File: src/rtl/parallel_port_edge.sv
// Memory-mapped parallel port with per-bit edge capture, masked level interrupt and an
// optional per-bit debounce filter enabled by defining PARALLEL_PORT_DEBOUNCE_EN.
module parallel_port_edge #(
   parameter int unsigned DW              = 32,
   parameter int unsigned EDGE_MODE       = 0,
   parameter int unsigned DEBOUNCE_CYCLES = 16
) (
   input  logic          clk,
   input  logic          reset,
   input  logic [1:0]    address,
   input  logic          chipselect,
   input  logic          read,
   input  logic          write,
   input  logic [31:0]   writedata,
   output logic [31:0]   readdata,
   output logic          irq,
   input  logic [DW-1:0] gpio_in,
   output logic [DW-1:0] gpio_out,
   output logic [DW-1:0] gpio_oe
);

   logic [DW-1:0] sync1_q, sync1_d;
   logic [DW-1:0] sync2_q, sync2_d;
   logic [DW-1:0] sync_in;
   logic [DW-1:0] filt_in;
   logic [DW-1:0] prev_q, prev_d;
   logic [DW-1:0] data_q, data_d;
   logic [DW-1:0] dir_q, dir_d;
   logic [DW-1:0] mask_q, mask_d;
   logic [DW-1:0] capture_q, capture_d;
   logic [31:0]   readdata_q, readdata_d;
   logic          irq_q, irq_d;
   logic [DW-1:0] edge_det;
   logic [DW-1:0] wr_val;
   logic [DW-1:0] rd_val;
   logic          wr_en;
   logic          rd_en;
   logic          unused_wd;

   assign wr_en     = chipselect & write;
   assign rd_en     = chipselect & read;
   assign wr_val    = writedata[DW-1:0];
   assign unused_wd = ^writedata;
   assign sync_in   = sync2_q;

`ifdef PARALLEL_PORT_DEBOUNCE_EN
   localparam logic [15:0] CntMax = 16'(DEBOUNCE_CYCLES - 1);

   logic [DW-1:0] deb_q, deb_d;
   logic [15:0]   cnt_q [DW];
   logic [15:0]   cnt_d [DW];

   // Counter runs only while the synchronized input disagrees with the debounced value.
   always_comb begin
      deb_d = deb_q;
      for (int i = 0; i < DW; i++) begin
         cnt_d[i] = '0;
         if (sync_in[i] != deb_q[i]) begin
            if (cnt_q[i] == CntMax) begin
               deb_d[i] = sync_in[i];
            end else begin
               cnt_d[i] = cnt_q[i] + 16'd1;
            end
         end
      end
   end

   always_ff @(posedge clk) begin
      if (reset) begin
         deb_q <= '0;
         for (int i = 0; i < DW; i++) begin
            cnt_q[i] <= '0;
         end
      end else begin
         deb_q <= deb_d;
         for (int i = 0; i < DW; i++) begin
            cnt_q[i] <= cnt_d[i];
         end
      end
   end

   assign filt_in = deb_q;
`else
   logic unused_cfg;
   assign unused_cfg = (DEBOUNCE_CYCLES == 0);
   assign filt_in    = sync_in;
`endif

   always_comb begin
      if (EDGE_MODE == 0) begin
         edge_det = filt_in & ~prev_q;
      end else if (EDGE_MODE == 1) begin
         edge_det = ~filt_in & prev_q;
      end else begin
         edge_det = filt_in ^ prev_q;
      end
   end

   always_comb begin
      rd_val = '0;
      case (address)
         2'd0:    rd_val = (dir_q & data_q) | (~dir_q & filt_in);
         2'd1:    rd_val = dir_q;
         2'd2:    rd_val = mask_q;
         default: rd_val = capture_q;
      endcase
   end

   always_comb begin
      sync1_d    = gpio_in;
      sync2_d    = sync1_q;
      prev_d     = filt_in;
      data_d     = data_q;
      dir_d      = dir_q;
      mask_d     = mask_q;
      capture_d  = capture_q;
      readdata_d = readdata_q;
      irq_d      = |(capture_q & mask_q);
      if (wr_en) begin
         case (address)
            2'd0:    data_d    = wr_val;
            2'd1:    dir_d     = wr_val;
            2'd2:    mask_d    = wr_val;
            default: capture_d = capture_q & ~wr_val;
         endcase
      end
      // Set wins over a simultaneous write-one-to-clear.
      capture_d = capture_d | edge_det;
      if (rd_en) begin
         readdata_d         = '0;
         readdata_d[DW-1:0] = rd_val;
      end
   end

   always_ff @(posedge clk) begin
      if (reset) begin
         sync1_q    <= '0;
         sync2_q    <= '0;
         prev_q     <= '0;
         data_q     <= '0;
         dir_q      <= '0;
         mask_q     <= '0;
         capture_q  <= '0;
         readdata_q <= '0;
         irq_q      <= 1'b0;
      end else begin
         sync1_q    <= sync1_d;
         sync2_q    <= sync2_d;
         prev_q     <= prev_d;
         data_q     <= data_d;
         dir_q      <= dir_d;
         mask_q     <= mask_d;
         capture_q  <= capture_d;
         readdata_q <= readdata_d;
         irq_q      <= irq_d;
      end
   end

   assign readdata = readdata_q;
   assign irq      = irq_q;
   assign gpio_out = data_q;
   assign gpio_oe  = dir_q;

endmodule

File: config.mk
export PLATFORM = sky130hd
export DESIGN_NAME = parallel_port_edge
export DESIGN_NICKNAME = d
export VERILOG_FILES = /design/src/rtl/parallel_port_edge.sv
export SDC_FILE = /design/constraint.sdc
export NUM_CORES = 1
export LEC_CHECK = 0
export CORE_UTILIZATION = 40
export CTS_BUF_LIST = sky130_fd_sc_hd__clkbuf_4 sky130_fd_sc_hd__clkbuf_8
export DETAILED_ROUTE_END_ITERATION = 6
export GPL_TIMING_DRIVEN = 1
export SYNTH_ARGS = -nofsm -noshare
export SYNTH_HDL_FRONTEND = slang
export SYNTH_SLANG_ARGS = --single-unit
export TNS_END_PERCENT = 10
File: constraint.sdc
create_clock -name clk -period 1.7 [get_ports clk]
set_clock_uncertainty 0.2 [all_clocks]
set_input_delay 0.34 -clock clk [delete_from_list [all_inputs] [get_ports clk]]
set_output_delay 0.34 -clock clk [all_outputs]
set_load 0.01 [all_outputs]
After elaboration in Yosys (flattened, before gate mapping) --
Index checks and enable logic that the tools add are counted.
Word-level totals: word-level logic and storage cells 32, flip-flop bits (word level) 257
Operators by class: eq/ne operators 2, bitwise operators 12, reductions and logical operators 6, mux-type cells 3
Operators by type and width (number):
- 32-bit AND | 5
- 32-bit NOT | 3
- 32-bit case mux with 3 select lines | 1
- 32-bit 2-to-1 mux | 2
- 32-bit bitwise OR | 2
- 32-bit OR reduction | 1
- 2-bit AND reduction | 3
- 3-bit OR reduction | 1
- 1-bit AND | 2
- 2-bit by 1-bit equality test with 1-bit output, second input constant | 1
- 2-bit equality test, second input constant | 1
- 2-bit zero test | 1

Depth between registers and ports, before layout --
depth in word-level cells 5, gate-level depth with buffers 6, depth with buffers taken out 3

Worst setup path before layout --
OpenSTA, ideal clock, no wires.
kind input -> register, start input port address[0], end register readdata_q[11] (netlist: readdata[11]), setup slack 0.161 ns, cell stages on the path 6, arrival time 1.222 ns, library setup time 0.117 ns, path buffers 3, data required time 1.383 ns, cell sequence buf_6 buf_6 buf_6 mux2i_1 nand2_1 a32o_1
On the way: cells in the longest elaborated chain, start to end 2
RTL lines:
- from (decl) | line 10 | input logic [1:0] address,
- 2-bit equality test, or another cell as far along | line 101 | case (address)
- 32-bit case mux with 3 select lines * | line 101
- to (signal assigned) | line 154 | readdata_q <= readdata_d;
- to (decl) | line 31 | logic [31:0] readdata_q, readdata_d;
Mark *: on every way between the ends. The rest lies on a longest branch, timed or not. A chain may end at the register's enable or synchronous reset.

Final worst setup path --
start register capture_q[11], end register irq_q (netlist: irq)
On the way: cells in the longest elaborated chain, start to end 2
RTL lines:
- from (decl) | line 30 | logic [DW-1:0] capture_q, capture_d;
- from (signal assigned) | line 153 | capture_q <= capture_d;
- 32-bit AND | line 118 | irq_d = |(capture_q & mask_q);
- 32-bit OR reduction | line 118
- to (signal assigned) | line 155 | irq_q <= irq_d;
- to (decl) | line 32 | logic irq_q, irq_d;
Every way passes these cells.

==> summary.md <==
| Metric | Value |
|---|---|
| Share of post-route cells with drive strength above 1 | between 20% and 30% |
| Count of cell types in the netlist | 25 |
| Slew @ Worst Pin | 0.426 ns |
| Post-synthesis adder-cell area fraction | 0% |
| Core area | 0.0235 mm2 |
| Synth Area in Simple Gates | 19.3% |
| Clk_lat worst skew | 0.54 ns |
| IO buf count | 167 |
| Initial Utilization | 40.8% |
| Placed inst area | 0.0121 mm2 |
| Ranking of synthesized cells by area | dfxtp_1, nand2_1, a21oi_1, nor2b_1, a32o_1 |
| Antenna Nets Post-Route | 0 |
| Xor/xnor cell area share of the yosys netlist | 0% |
| Synthesized area | just under 0.01 mm2 |
| Complex-gate fraction of the synthesized area | 18.5% |
| Routed WL | 27800 um |
| Multiplexer area fraction after synthesis | 3.33% |
| CP Launch Type | flip-flop |
| Filler instances | 2233 |
| Commonest cells after routing, fill and taps aside | nand2_1, dfxtp_1, a21oi_1, nor2b_1, clkdlybuf4s50_1 |
| Largest net degree at the start of global routing | 92 |
| Fmax | 578 MHz |
| Fin area | 0.0129 mm2 |
| I/O pin total | 168 |
| Clk pwr share | 42.7% |
| CP max FO | 3 |
| Synth area leader | dfxtp_1 |
| Final setup viols | 1 |
| Max-slew violations | 0 |
| Clock Tree Root | clkbuf_8 |
| Fin crit share | 102% |
| Initial antenna violation count | 1 |
| Flops & latches, synth | 257 |
| Avg Cell Area, Syn | 9.01 um2 |
| WP data required | about 1.9 ns |
| Pwr Total | 13100 uW |
| Critical path class | reg -> reg |
| Setup ws final | -0.0292 ns |
| Post-route insts no fill | roughly 1.6k |
| Die area | 0.0247 mm2 |
| Sw power | 3090 uW |
| Sequential share of power | 48.7% |
| DR WL/cell | 17.1 um |
| Main combinational cell family by area after synthesis | simple AND/OR/NAND/NOR gates |
| Total track usage | between 20% and 30% |
| Vias per cell | 5.02 |
| Maximum clock insertion buffer count | 3 |
| Routed via count | 8152 |
| Mapped Cells | about 1.1k |
| Die X | 157 um |
| Layout area overhead | 34.7% |
| VDD IR-drop max | 0.621 mV |
| Clk slew on worst S/H paths | 0.06 ns |
| DP Cell Count | 1547 |
| Nets | 1345 |
| Sw frac | 23.6% |
| H-tree levels | 2 |
| Vias in the first global route | between 7k and 8k |
| Seq/Total Area, Yosys | 53.5% |
| Max Cap Viol | 0 |
| Final min period | around 1.7 ns |
| CP endpoint kind | flip-flop |
| Number of CTS-inserted buffers | 43 |
| Max_slew headroom | between 70 and 80% |
| Hold WC Path Type | in -> reg |
| Overflow after GRT | 0 |
| Post-DP HPWL | around 18000 um |
| Yosys top cell area share | 53.5% |
| Setup total negative slack | -0.0292 ns |
| CTS tree | built |
| Final hold violation count | 0 |
| Drt pass-1 iters | 5 |
| Synth warn | 0 |
| Hold-fix buffers at CTS | 0 |
| P_leak | roughly 0.0052 uW |
| Failing checks | setup timing |
| Syn nets | between 1k and 1.5k |
| Row count | 56 |
| Worst hold margin | 0.0692 ns |
| Residual DRC | 0 |
| RSZ-0062 raised after global routing | false |
| Height of the die | approximately 160 um |
| Combinational power share | 8.6% |
| Commonest non-fill, non-tap cell in the layout | nand2_1 |
| GP Congestion | ~0.79 |
| Status | finished, violations left |
| Global-route wire length before repair | between 40000 and 50000 um |
| Iter 0 DRT Violations | 430 |
| Clock Sinks | roughly 260 |
| PD cells | 1010 mW/mm2 |
| Crit path DAT | 1.91 ns |
| Internal power | 10000 uW |
[worst paths after layout]
check / cells past startpoint / slack (ns) / end / startpoint
min reg2reg: 1 / 0.22 / filt_in[19]$_SDFF_PP0_ / sync1_q[19]$_SDFF_PP0_
max reg2reg: 3 / -0.03 / irq$_SDFF_PP0_ / capture_q[11]$_SDFF_PP0_
max: 3 / -0.03 / irq$_SDFF_PP0_ / capture_q[11]$_SDFF_PP0_
min: 3 / 0.07 / irq$_SDFF_PP0_ / reset
[cell families after synthesis]
| kind of cell | Yosys count |
|---|---|
| multiplexers | 32 |
| buffers and inverters | 108 |
| AO/OA/AOI/OAI | 274 |
| AND/OR/NAND/NOR | 396 |
| flip-flops | 257 |
[per-stage QoR]
step	utilization [%]	setup slack, ns
2_1_floorplan	-	0.161
3_3_place_gp	51.2	-0.336
3_5_place_dp	51.2	-0.378
4_1_cts	55.4	-0.00122
5_1_grt	55.0	0.000613
6_report	55.0	-0.0292
[metal layers]
| layer | wire length (um) | track usage, % | up-vias |
|---|---|---|---|
| met5 | 0 | 0 | - |
| met4 | 490 | 6.66 | 0 |
| met3 | 1530 | 4.49 | 40 |
| met2 | 13100 | 38.5 | 205 |
| met1 | 12700 | 29.0 | 3902 |
| li1 | - | - | 4005 |
[critical path, stage by stage (launching register included)]
cell and delay (ns):
dfxtp_1 0.32, a22oi_1 0.35, nand4_1 0.21, o41a_1 0.50
[what timing repair did]
item | in CTS | in global routing
gates resized for setup | 296 | 46
endpoints found under the setup margin | 97 | 43
buffers inserted | 1 | 0
pin swaps | 0 | 0
[cells in the mapped netlist (all sizes together)]
cell     count
nor2b       96
nand4bb      1
o41a         1
a22oi       16
nor4bb       1
a21oi      129
nand4        5
nor2        32
mux2i       32
nand2      224
clkbuf      32
and3         1
nand4b       2
inv         33
a211o       32
o21ai       32
dfxtp      257
and4b        2
a32o        32
o21a        32
nand2b      32
buf         43
[registers in the layout, summed over array words and instances, names as in the netlist]
register	cells
capture_q	32
filt_in	32
gpio_oe	32
gpio_out	32
mask_q	32
prev_q	32
readdata	32
sync1_q	32
irq	1
[final cells by class]
cell class	instances	area [um2]	share of cell area, %
Clock inverter	4	20.0	0.155
Timing Repair Buffer	237	2310	17.8
Inverter	33	124	0.957
Clock buffer	72	872	6.74
Sequential cell	257	5230	40.4
Tap cell	319	399	3.08
Antenna cell	1	2.50	0.0193
Multi-Input combinational cell	702	3990	30.8
[power by group through the flow]
stage               clock network [uW]  registers, uW  logic, uW
finish                            5600           6380       1130
global route                      6020           6400       1230
CTS                               5740           6380       1140
detailed placement                   0           6510       1160
global placement                     0           6510       1160
floorplan                            0           6480        529
(Power assumes the default switching activity.)
